<file path="config.mk">
export PLATFORM = sky130hd
export DESIGN_NAME = stream_buffer_prefetch_ctrl
export DESIGN_NICKNAME = d
export VERILOG_FILES = /design/src/rtl/stream_buffer_prefetch_ctrl.sv
export SDC_FILE = /design/constraint.sdc
export NUM_CORES = 1
export LEC_CHECK = 0
export ABC_AREA = 1
export CORE_AREA = 10 10 251 253
export DETAILED_ROUTE_END_ITERATION = 10
export DIE_AREA = 0 0 261 263
export GPL_ROUTABILITY_DRIVEN = 1
export MAX_ROUTING_LAYER = met4
export SETUP_SLACK_MARGIN = 0.4
export SKIP_CTS_REPAIR_TIMING = 1
export SYNTH_ARGS = -nofsm -noshare
export SYNTH_HDL_FRONTEND = slang
export SYNTH_SLANG_ARGS = --single-unit
</file>
<file path="constraint.sdc">
create_clock -name clk -period 2.7 [get_ports clk]
set_input_delay 0.54 -clock clk [delete_from_list [all_inputs] [get_ports clk]]
set_output_delay 0.54 -clock clk [all_outputs]
set_load 0.005 [all_outputs]
</file>
<file path="src/rtl/stream_buffer_prefetch_ctrl.sv">
// Stream buffer sequencer: answers cache miss lookups from the buffered line,
// waits on a matching in-flight prefetch, and keeps a sequential in-page prefetch going.
module stream_buffer_prefetch_ctrl #(
    parameter int unsigned LINE_WIDTH = 256,
    parameter int unsigned PAGE_BITS  = 12,
    parameter int unsigned CNT_WIDTH  = 32,
    localparam int unsigned LINE_OFF    = $clog2(LINE_WIDTH / 8),
    localparam int unsigned LABEL_WIDTH = 32 - LINE_OFF
) (
    input  logic                   clk,
    input  logic                   rst,
    input  logic                   en,
    input  logic                   flush_i,
    input  logic                   lookup_vld,
    input  logic [LABEL_WIDTH-1:0] lookup_label,
    output logic                   lookup_rdy,
    output logic                   resp_vld,
    output logic                   resp_hit,
    output logic [LINE_WIDTH-1:0]  resp_data,
    output logic [LABEL_WIDTH-1:0] sb_label_i,
    output logic                   sb_label_i_rdy,
    output logic                   sb_inv,
    input  logic [LABEL_WIDTH-1:0] sb_label_o,
    input  logic [LINE_WIDTH-1:0]  sb_data,
    input  logic                   sb_data_vld,
    input  logic                   sb_ready,
    output logic [CNT_WIDTH-1:0]   hit_cnt,
    output logic [CNT_WIDTH-1:0]   miss_cnt
);

    localparam int unsigned PG_IDX = PAGE_BITS - LINE_OFF;

    typedef enum logic [1:0] {S_IDLE, S_WAIT, S_FLUSH, S_ISSUE} state_t;

    state_t                 state, state_d;
    logic [LABEL_WIDTH-1:0] req_label, req_label_d;
    logic [LABEL_WIDTH-1:0] sb_label_d;
    logic                   resp_vld_d, resp_hit_d;
    logic [LINE_WIDTH-1:0]  resp_data_d;
    logic                   lk_match, req_match, page_end;

    assign lk_match  = (sb_label_o == lookup_label);
    assign req_match = (sb_label_o == req_label);
    // label+1 landed on the first line of a new page: no prefetch across it
    assign page_end  = (sb_label_i[PG_IDX-1:0] == '0);

    always_ff @(posedge clk) begin
        if (rst) begin
            state      <= S_IDLE;
            req_label  <= '0;
            sb_label_i <= '0;
            resp_vld   <= 1'b0;
            resp_hit   <= 1'b0;
            resp_data  <= '0;
            hit_cnt    <= '0;
            miss_cnt   <= '0;
        end else begin
            state      <= state_d;
            req_label  <= req_label_d;
            sb_label_i <= sb_label_d;
            resp_vld   <= resp_vld_d;
            resp_hit   <= resp_hit_d;
            resp_data  <= resp_data_d;
            if (resp_vld_d && resp_hit_d && (hit_cnt != '1))
                hit_cnt <= hit_cnt + CNT_WIDTH'(1);
            if (resp_vld_d && !resp_hit_d && (miss_cnt != '1))
                miss_cnt <= miss_cnt + CNT_WIDTH'(1);
        end
    end

    always_comb begin
        state_d        = state;
        req_label_d    = req_label;
        sb_label_d     = sb_label_i;
        resp_vld_d     = 1'b0;
        resp_hit_d     = 1'b0;
        resp_data_d    = resp_data;
        lookup_rdy     = 1'b0;
        sb_inv         = 1'b0;
        sb_label_i_rdy = 1'b0;

        if (flush_i) begin
            // flush overrides everything; an outstanding wait is answered as a miss
            sb_inv  = 1'b1;
            state_d = S_IDLE;
            if (state == S_WAIT)
                resp_vld_d = 1'b1;
        end else begin
            unique case (state)
                S_IDLE: begin
                    lookup_rdy = 1'b1;
                    if (lookup_vld) begin
                        req_label_d = lookup_label;
                        resp_vld_d  = 1'b1;
                        if (en) begin
                            sb_label_d = lookup_label + LABEL_WIDTH'(1);
                            if (sb_data_vld && lk_match) begin
                                resp_hit_d  = 1'b1;
                                resp_data_d = sb_data;
                                state_d     = S_ISSUE;
                            end else if (!sb_ready && lk_match) begin
                                resp_vld_d = 1'b0;
                                state_d    = S_WAIT;
                            end else begin
                                state_d = S_FLUSH;
                            end
                        end
                    end
                end
                S_WAIT: begin
                    if (sb_data_vld && req_match) begin
                        resp_vld_d  = 1'b1;
                        resp_hit_d  = 1'b1;
                        resp_data_d = sb_data;
                        state_d     = S_ISSUE;
                    end else if (sb_ready && !sb_data_vld) begin
                        resp_vld_d = 1'b1;
                        state_d    = S_FLUSH;
                    end
                end
                S_FLUSH: begin
                    sb_inv  = 1'b1;
                    state_d = S_ISSUE;
                end
                S_ISSUE: begin
                    if (page_end) begin
                        state_d = S_IDLE;
                    end else if (sb_ready) begin
                        sb_label_i_rdy = 1'b1;
                        state_d        = S_IDLE;
                    end
                end
                default: state_d = S_IDLE;
            endcase
        end
    end

endmodule

</file>
==> flow_metrics.env, run 1 <==
export IMPL_status="stopped before the end"
export IMPL_lastStage="detailed routing (5_2_route)"
export IMPL_tool_error="[ERROR DRT-0255] Maze Route cannot find path of net clk in worker of routeBox ( 241500 96600 ) ( 261000 144900 )."
export IMPL_synth_seq_cells=378
export IMPL_synthesis_area_um2=16700
export IMPL_grt_pass1_vias=17200
export IMPL_grt_pass1_wl_mm=108
export IMPL_grt_antenna_before_repair=19
export IMPL_synth_top_area_share=0.453
export IMPL_worst_endpoint="resp_data[239]$_SDFFE_PP0P_/D"
export IMPL_fp_dieH_um=263
export IMPL_dieWidth_um=261
export IMPL_dp_hpwl_mm=58.0
export IMPL_grt_usage=0.209
export IMPL_row_count=89
export IMPL_boundaryPins=669
export IMPL_synth_common_cells="inv_1, dfxtp_1, a21oi_1"
export IMPL_grt_max_degree=124
export IMPL_worstEpCategory="register data pin"
export IMPL_port_buffers=668
export IMPL_initial_utilization=0.287
export IMPL_ys_seq_area_frac=0.453
export IMPL_yosysTopAreaCell="dfxtp_1"
export IMPL_syn_inst=2279
export IMPL_yosysMostFrequentCell="inv_1"
export IMPL_h_tree_depth=2
export IMPL_gp_congestion=0.938
export IMPL_synth_edf_count=0
export IMPL_place_ws_ns=-0.371
export IMPL_cts_sinks=378
export IMPL_cts_root_buf="clkbuf_16"
export IMPL_grt_overflow=0
export IMPL_cts_buffers=45
export IMPL_synth_ff_type="dfxtp_1"
export IMPL_ys_warn_count=0
export IMPL_syn_num_nets=2603
export IMPL_ys_top_cells_by_area="dfxtp_1, a21oi_1, inv_1"
export IMPL_ys_types=39
export IMPL_clock_path_buffers=3
export IMPL_async_flop_share=0
export IMPL_syn_avg_cell_area_um2=7.32
-- metal layers --
layer and track usage:
met1 0.228, met2 0.370, met3 0.0570, met4 0.0475
met5 -
-- logic make-up after synthesis --
family / count (synthesis) / synth area share
AND/OR/NAND/NOR: 604 / 0.160
flip-flops: 378 / 0.453
AO/OA/AOI/OAI: 687 / 0.207
buffers and inverters: 533 / 0.137
adder cells (fa/ha/maj): 7 / 0.00525
XOR/XNOR: 70 / 0.0367
-- through the flow --
| stage | cells | hold WS (ns) | instance area (µm²) |
|---|---|---|---|
| after detailed placement | 3726 | 0.434 | 24800 |
| after global routing | 3842 | 0.378 | 27000 |
| after CTS | 3809 | 0.444 | 26300 |
| after global placement | 3726 | 0.429 | 24800 |
| after floorplan | 2279 | 0.436 | 16700 |
==> inputs of run 2 (changes only) <==
--- a/config.mk
+++ b/config.mk
@@ -6,12 +6,11 @@
 export NUM_CORES = 1
 export LEC_CHECK = 0
 export ABC_AREA = 1
-export CORE_AREA = 10 10 251 253
+export CORE_AREA = 10 10 255 257
 export DETAILED_ROUTE_END_ITERATION = 10
-export DIE_AREA = 0 0 261 263
+export DIE_AREA = 0 0 265 267
 export GPL_ROUTABILITY_DRIVEN = 1
-export MAX_ROUTING_LAYER = met4
-export SETUP_SLACK_MARGIN = 0.4
+export PLACE_DENSITY_LB_ADDON = 0.15
 export SKIP_CTS_REPAIR_TIMING = 1
 export SYNTH_ARGS = -nofsm -noshare
 export SYNTH_HDL_FRONTEND = slang
==> flow_metrics.env, run 2 <==
export IMPL_status="finished, final reports clean"
export IMPL_ant_nets=0
export IMPL_coreArea_um2=59900
export IMPL_max_freq_mhz=389
export IMPL_placed_cell_area_um2=24900
export IMPL_drtPass1Iterations=6
export IMPL_wl_met1_mm=29.4
export IMPL_highest_layer="met5"
export IMPL_final_cells=3832
export IMPL_finalInstanceArea_um2=26400
export IMPL_ys_types=39
export IMPL_wl_met3_mm=5.26
export IMPL_nets=3332
export IMPL_critical_path_buf_inv_count=1
export IMPL_dp_hpwl_mm=59.2
export IMPL_synth_edf_count=0
export IMPL_row_count=90
export IMPL_critPathArrivalTime_ns=2.03
export IMPL_setup_viol=0
export IMPL_wl_per_cell_um=19.7
export IMPL_fp_dieH_um=267
export IMPL_yosysMostFrequentCell="inv_1"
export IMPL_wl_met2_mm=39.1
export IMPL_ys_top_cells_by_area="dfxtp_1, a21oi_1, inv_1"
export IMPL_synth_top_area_share=0.453
export IMPL_vias=17600
export IMPL_synthesis_area_um2=16700
export IMPL_critPathMaxFanout=3
export IMPL_cts_tree="built"
export IMPL_comb_power_share=0.134
export IMPL_ir_drop_mv=0.454
export IMPL_drive_gt1_frac=0.0783
export IMPL_dpl_cell_count=3742
export IMPL_boundaryPins=669
export IMPL_top_regs="resp_data: 256 flops, hit_cnt: 32 flops, miss_cnt: 32 flops"
export IMPL_required_ns=2.16
export IMPL_seqPwrFrac=0.422
export IMPL_grt_overflow=0
export IMPL_syn_avg_cell_area_um2=7.32
export IMPL_finalClockSkew_ns=0.0188
export IMPL_gp_congestion=0.901
export IMPL_cp_slowest_cell="clkdlybuf4s50_1"
export IMPL_grt_pass1_vias=17500
export IMPL_final_common_cell="clkdlybuf4s50_1"
export IMPL_maxSlewViolCount=0
export IMPL_yosysTopAreaCell="dfxtp_1"
export IMPL_period_needed_ns=2.57
export IMPL_switching_power_w=0.00347
export IMPL_crit_type="flop to primary output"
export IMPL_drc=0
export IMPL_intPower_w=0.0105
export IMPL_critPathMaxStageDelay_ns=0.51
export IMPL_max_slew_margin=0.474
export IMPL_layout_common_cells="clkdlybuf4s50_1, inv_1, dfxtp_1, a21oi_1, o21ai_0"
export IMPL_die_area_um2=70800
export IMPL_final_hold_viol_count=0
export IMPL_syn_num_nets=2603
export IMPL_swShare=0.248
export IMPL_critical_path_top_delay_family="simple AND/OR/NAND/NOR gates"
export IMPL_grt_usage=0.204
export IMPL_viasPerCell=4.60
export IMPL_p_per_area_nw_per_um2=529
export IMPL_hp_class="input pin to flop"
export IMPL_grt_max_degree=127
export IMPL_synth_ff_type="dfxtp_1"
export IMPL_largest_register_ffs=256
export IMPL_syn_to_final_growth_pct=58.3
export IMPL_wirelength_mm=75.5
export IMPL_cts_sinks=378
export IMPL_dieWidth_um=265
export IMPL_grt_antenna_before_repair=11
export IMPL_ys_seq_area_frac=0.453
export IMPL_async_flop_share=0
export IMPL_leakage_nw=9.84
export IMPL_whs_ns=0.358
export IMPL_clk_pin_slew_ns=0.06
export IMPL_h_tree_depth=2
export IMPL_drv_cap=0
export IMPL_synth_seq_cells=378
export IMPL_rsz0062_at_grt="no"
export IMPL_drt_iter0_markers=1107
export IMPL_worstMarginPinSlew_ns=0.790
export IMPL_cpMostUsedCell="nor2_1"
export IMPL_critPathLaunchType="flop"
export IMPL_cts_buffers=46
export IMPL_initial_utilization=0.279
export IMPL_largest_register="resp_data"
export IMPL_port_buffers=668
export IMPL_ys_warn_count=0
export IMPL_pwr_share_clk=0.444
export IMPL_synth_common_cells="inv_1, dfxtp_1, a21oi_1"
export IMPL_clock_path_buffers=3
export IMPL_cts_root_buf="clkbuf_16"
export IMPL_finalCritPeriodShare=0.951
export IMPL_grt_pass1_wl_mm=111
export IMPL_syn_inst=2279
export IMPL_clock_latency_ns=0.58
export IMPL_critPathCaptureType="primary output"
export IMPL_cp_cell_sequence="nor2_1 -> nand2_1 -> nor4_2 -> nor2_1 -> clkdlybuf4s50_1"
run 2: cell counts after synthesis:
No cell type changed its count.
run 2: worst paths after layout:
path                       start             end  slack (ns)  cells after the start
setup / recovery   sb_label_i[2]  sb_label_i_rdy        0.13                      5
hold / removal               rst      hit_cnt[4]        0.36                      4
setup reg to reg     miss_cnt[0]    miss_cnt[14]        0.36                     10
hold reg to reg   resp_data[136]  resp_data[136]        0.44                      2
run 2: worst register-to-register path, delay by kind of cell, from the launching register on:
family          cells  cell delay [ns]
simple gates        7             1.33
flops               1             0.35
compound gates      1             0.13
buf+inv             1             0.21
fa+ha+maj           1             0.25
run 2: area by class of cell:
cell class / count / area (µm²)
Fill cell: 6023 / 33500
Timing Repair Buffer: 806 / 7970
Sequential cell: 378 / 7570
Multi-Input combinational cell: 1368 / 6850
Inverter: 408 / 1540
Clock buffer: 68 / 1370
Tap cell: 782 / 978
Clock inverter: 13 / 141
Antenna cell: 9 / 22.5
run 2: metal layers:
layer / vias up / global-route usage
li1: 8822 / -
met1: 8163 / 0.225
met2: 540 / 0.372
met3: 95 / 0.0597
met4: 6 / 0.0590
met5: - / 0
run 2: cells by family after synthesis:
| family | share of synthesized area |
|---|---|
| adders and majority gates | 0.00525 |
| DFF | 0.453 |
| AOI/OAI and AO/OA | 0.207 |
| buffers and inverters | 0.137 |
| and+or+nand+nor | 0.160 |
| xor gates and xnor gates | 0.0367 |
run 2: through the flow:
step / power [W] / TNS, ns / utilization / worst slack (ns)
after CTS: 0.0142 / -0.0756 / 0.441 / -0.0756
final: 0.0140 / 0 / 0.441 / 0.132
after floorplan: 0.00667 / 0 / - / 0.616
after global routing: 0.0146 / 0 / 0.441 / 0.00364
after detailed placement: 0.00790 / -81.07 / 0.415 / -0.535
after global placement: 0.00788 / -78.50 / 0.415 / -0.476
run 2: power by group through the flow:
stage                     Combinational (W)  Sequential [W]  Clock (W)
after CTS                           0.00190         0.00589    0.00642
after floorplan                    0.000655         0.00602          0
after global placement              0.00188         0.00600          0
final                               0.00188         0.00589    0.00621
after global routing                0.00206         0.00591    0.00660
after detailed placement            0.00189         0.00601          0
Note: power is estimated with default switching activity, not from simulation.
==> inputs of run 3 (changes only) <==
--- a/config.mk
+++ b/config.mk
@@ -9,7 +9,7 @@
 export CORE_AREA = 10 10 255 257
 export DETAILED_ROUTE_END_ITERATION = 10
 export DIE_AREA = 0 0 265 267
-export GPL_ROUTABILITY_DRIVEN = 1
+export GPL_ROUTABILITY_DRIVEN = 0
 export PLACE_DENSITY_LB_ADDON = 0.15
 export SKIP_CTS_REPAIR_TIMING = 1
 export SYNTH_ARGS = -nofsm -noshare
==> flow_metrics.env, run 3 (synthesis results as in run 2) <==
export IMPL_coreArea_um2=59900
export IMPL_cts_root_buf="clkbuf_16"
export IMPL_swShare=0.243
export IMPL_critPathLaunchType="flop"
export IMPL_fillCellCount=6040
export IMPL_finalCritPeriodShare=0.966
export IMPL_multi_input_area_um2=6850
export IMPL_boundaryPins=669
export IMPL_regArea_um2=7570
export IMPL_max_slew_margin=0.484
export IMPL_clock_latency_ns=0.58
export IMPL_clock_path_buffers=3
export IMPL_period_needed_ns=2.61
export IMPL_hp_class="input pin to flop"
export IMPL_maxSlewViolCount=0
export IMPL_pwr_share_clk=0.452
export IMPL_die_area_um2=70800
export IMPL_nets=3322
export IMPL_required_ns=2.16
export IMPL_final_common_cell="clkdlybuf4s50_1"
export IMPL_row_count=90
export IMPL_h_tree_depth=2
export IMPL_worstSetupStartpoint="state[0]"
export IMPL_dpl_cell_count=3732
export IMPL_intPower_w=0.0107
export IMPL_final_hold_viol_count=0
export IMPL_grt_pass1_wl_mm=110
export IMPL_finalClockSkew_ns=0.0174
export IMPL_crit_type="flop to primary output"
export IMPL_drv_cap=0
export IMPL_cts_buffers=46
export IMPL_critPathCaptureType="primary output"
export IMPL_grt_antenna_before_repair=16
export IMPL_switching_power_w=0.00343
export IMPL_grt_usage=0.201
export IMPL_largest_register_ffs=256
export IMPL_drive_gt1_frac=0.0768
export IMPL_vias=17700
export IMPL_initial_utilization=0.279
export IMPL_setup_viol=0
export IMPL_grt_overflow=0
export IMPL_cts_sinks=378
export IMPL_syn_to_final_growth_pct=58.7
export IMPL_grt_max_degree=127
export IMPL_dieWidth_um=265
export IMPL_dp_hpwl_mm=58.5
export IMPL_status="finished, final reports clean"
export IMPL_reg2reg_from="hit_cnt[1]"
export IMPL_hp_start="rst"
export IMPL_drt_iter0_markers=1186
export IMPL_critPathMaxFanout=3
export IMPL_drc=0
export IMPL_largest_register="resp_data"
export IMPL_viasPerCell=4.62
export IMPL_rsz0062_at_grt="no"
export IMPL_leakage_nw=9.85
export IMPL_clk_pin_slew_ns=0.06
export IMPL_grt_pass1_vias=17400
export IMPL_seqPwrFrac=0.416
export IMPL_fp_dieH_um=267
export IMPL_cts_tree="built"
export IMPL_wirelength_mm=74.6
export IMPL_worstMarginPinSlew_ns=0.775
export IMPL_layout_common_cells="clkdlybuf4s50_1, inv_1, dfxtp_1, a21oi_1, o21ai_0"
export IMPL_max_freq_mhz=384
export IMPL_critPathArrivalTime_ns=2.07
export IMPL_drtPass1Iterations=6
export IMPL_p_per_area_nw_per_um2=534
export IMPL_wl_per_cell_um=19.5
export IMPL_ant_nets=0
export IMPL_top_regs="resp_data: 256 flops, hit_cnt: 32 flops, miss_cnt: 32 flops"
export IMPL_ir_drop_mv=0.447
export IMPL_final_cells=3828
export IMPL_port_buffers=668
export IMPL_finalInstanceArea_um2=26500
export IMPL_placed_cell_area_um2=24900
export IMPL_comb_power_share=0.132
==> run 3: cell count changes in the layout (fill, tap and decap cells not counted), sizes merged <==
cell	delta
buf	-10
diode	+5
inv	-2
bufinv	+1
clkbuf	+1
clkinvlp	+1
==> run 3: path summary, 6_finish.rpt <==
path / end / cells past startpoint / slack (ns)
max: sb_inv / 4 / 0.09
min: hit_cnt[8] / 4 / 0.42
max reg2reg: hit_cnt[0] / 10 / 0.17
min reg2reg: resp_data[239] / 2 / 0.44
==> run 3: final cells by class <==
cell class	instances	area share
antenna	14	0.00132
clock buffer	69	0.0536
clock inverter	13	0.00624
inverter	408	0.0580
multi-input combinational	1368	0.259
sequential	378	0.286
tap	782	0.0369
timing repair buffer	796	0.300
==> run 3: power by group through the flow <==
stage,Clock [W],Combinational (W),Sequential [W]
global placement,0,0.00186,0.00601
CTS,0.00658,0.00189,0.00589
floorplan,0,0.000655,0.00602
finish,0.00639,0.00187,0.00589
detailed placement,0,0.00187,0.00601
global route,0.00679,0.00205,0.00591
==> run 3: worst max-delay path, stage by stage, from the launching register on <==
cell	delay (ns)
dfxtp_1	0.35
inv_1	0.09
ha_1	0.22
or2_2	0.33
clkdlybuf4s50_1	0.51
==> run 3: per-stage QoR <==
stage	setup slack, ns	total power (W)	utilization	hold slack [ns]	TNS [ns]
5_1_grt	0.00782	0.0148	0.442	0.457	0
3_5_place_dp	-0.439	0.00789	0.415	0.435	-85.91
4_1_cts	-0.0229	0.0144	0.441	0.405	-0.0229
3_3_place_gp	-0.402	0.00787	0.415	0.431	-79.35
6_report	0.0930	0.0142	0.442	0.419	0
2_1_floorplan	0.616	0.00667	-	0.436	0
==> run 3: routing by layer <==
metal  global-route usage  share of wire
met1                0.220           0.39
met5              0.00710         0.0014
met3               0.0595          0.075
met4               0.0686          0.025
met2                0.363           0.51
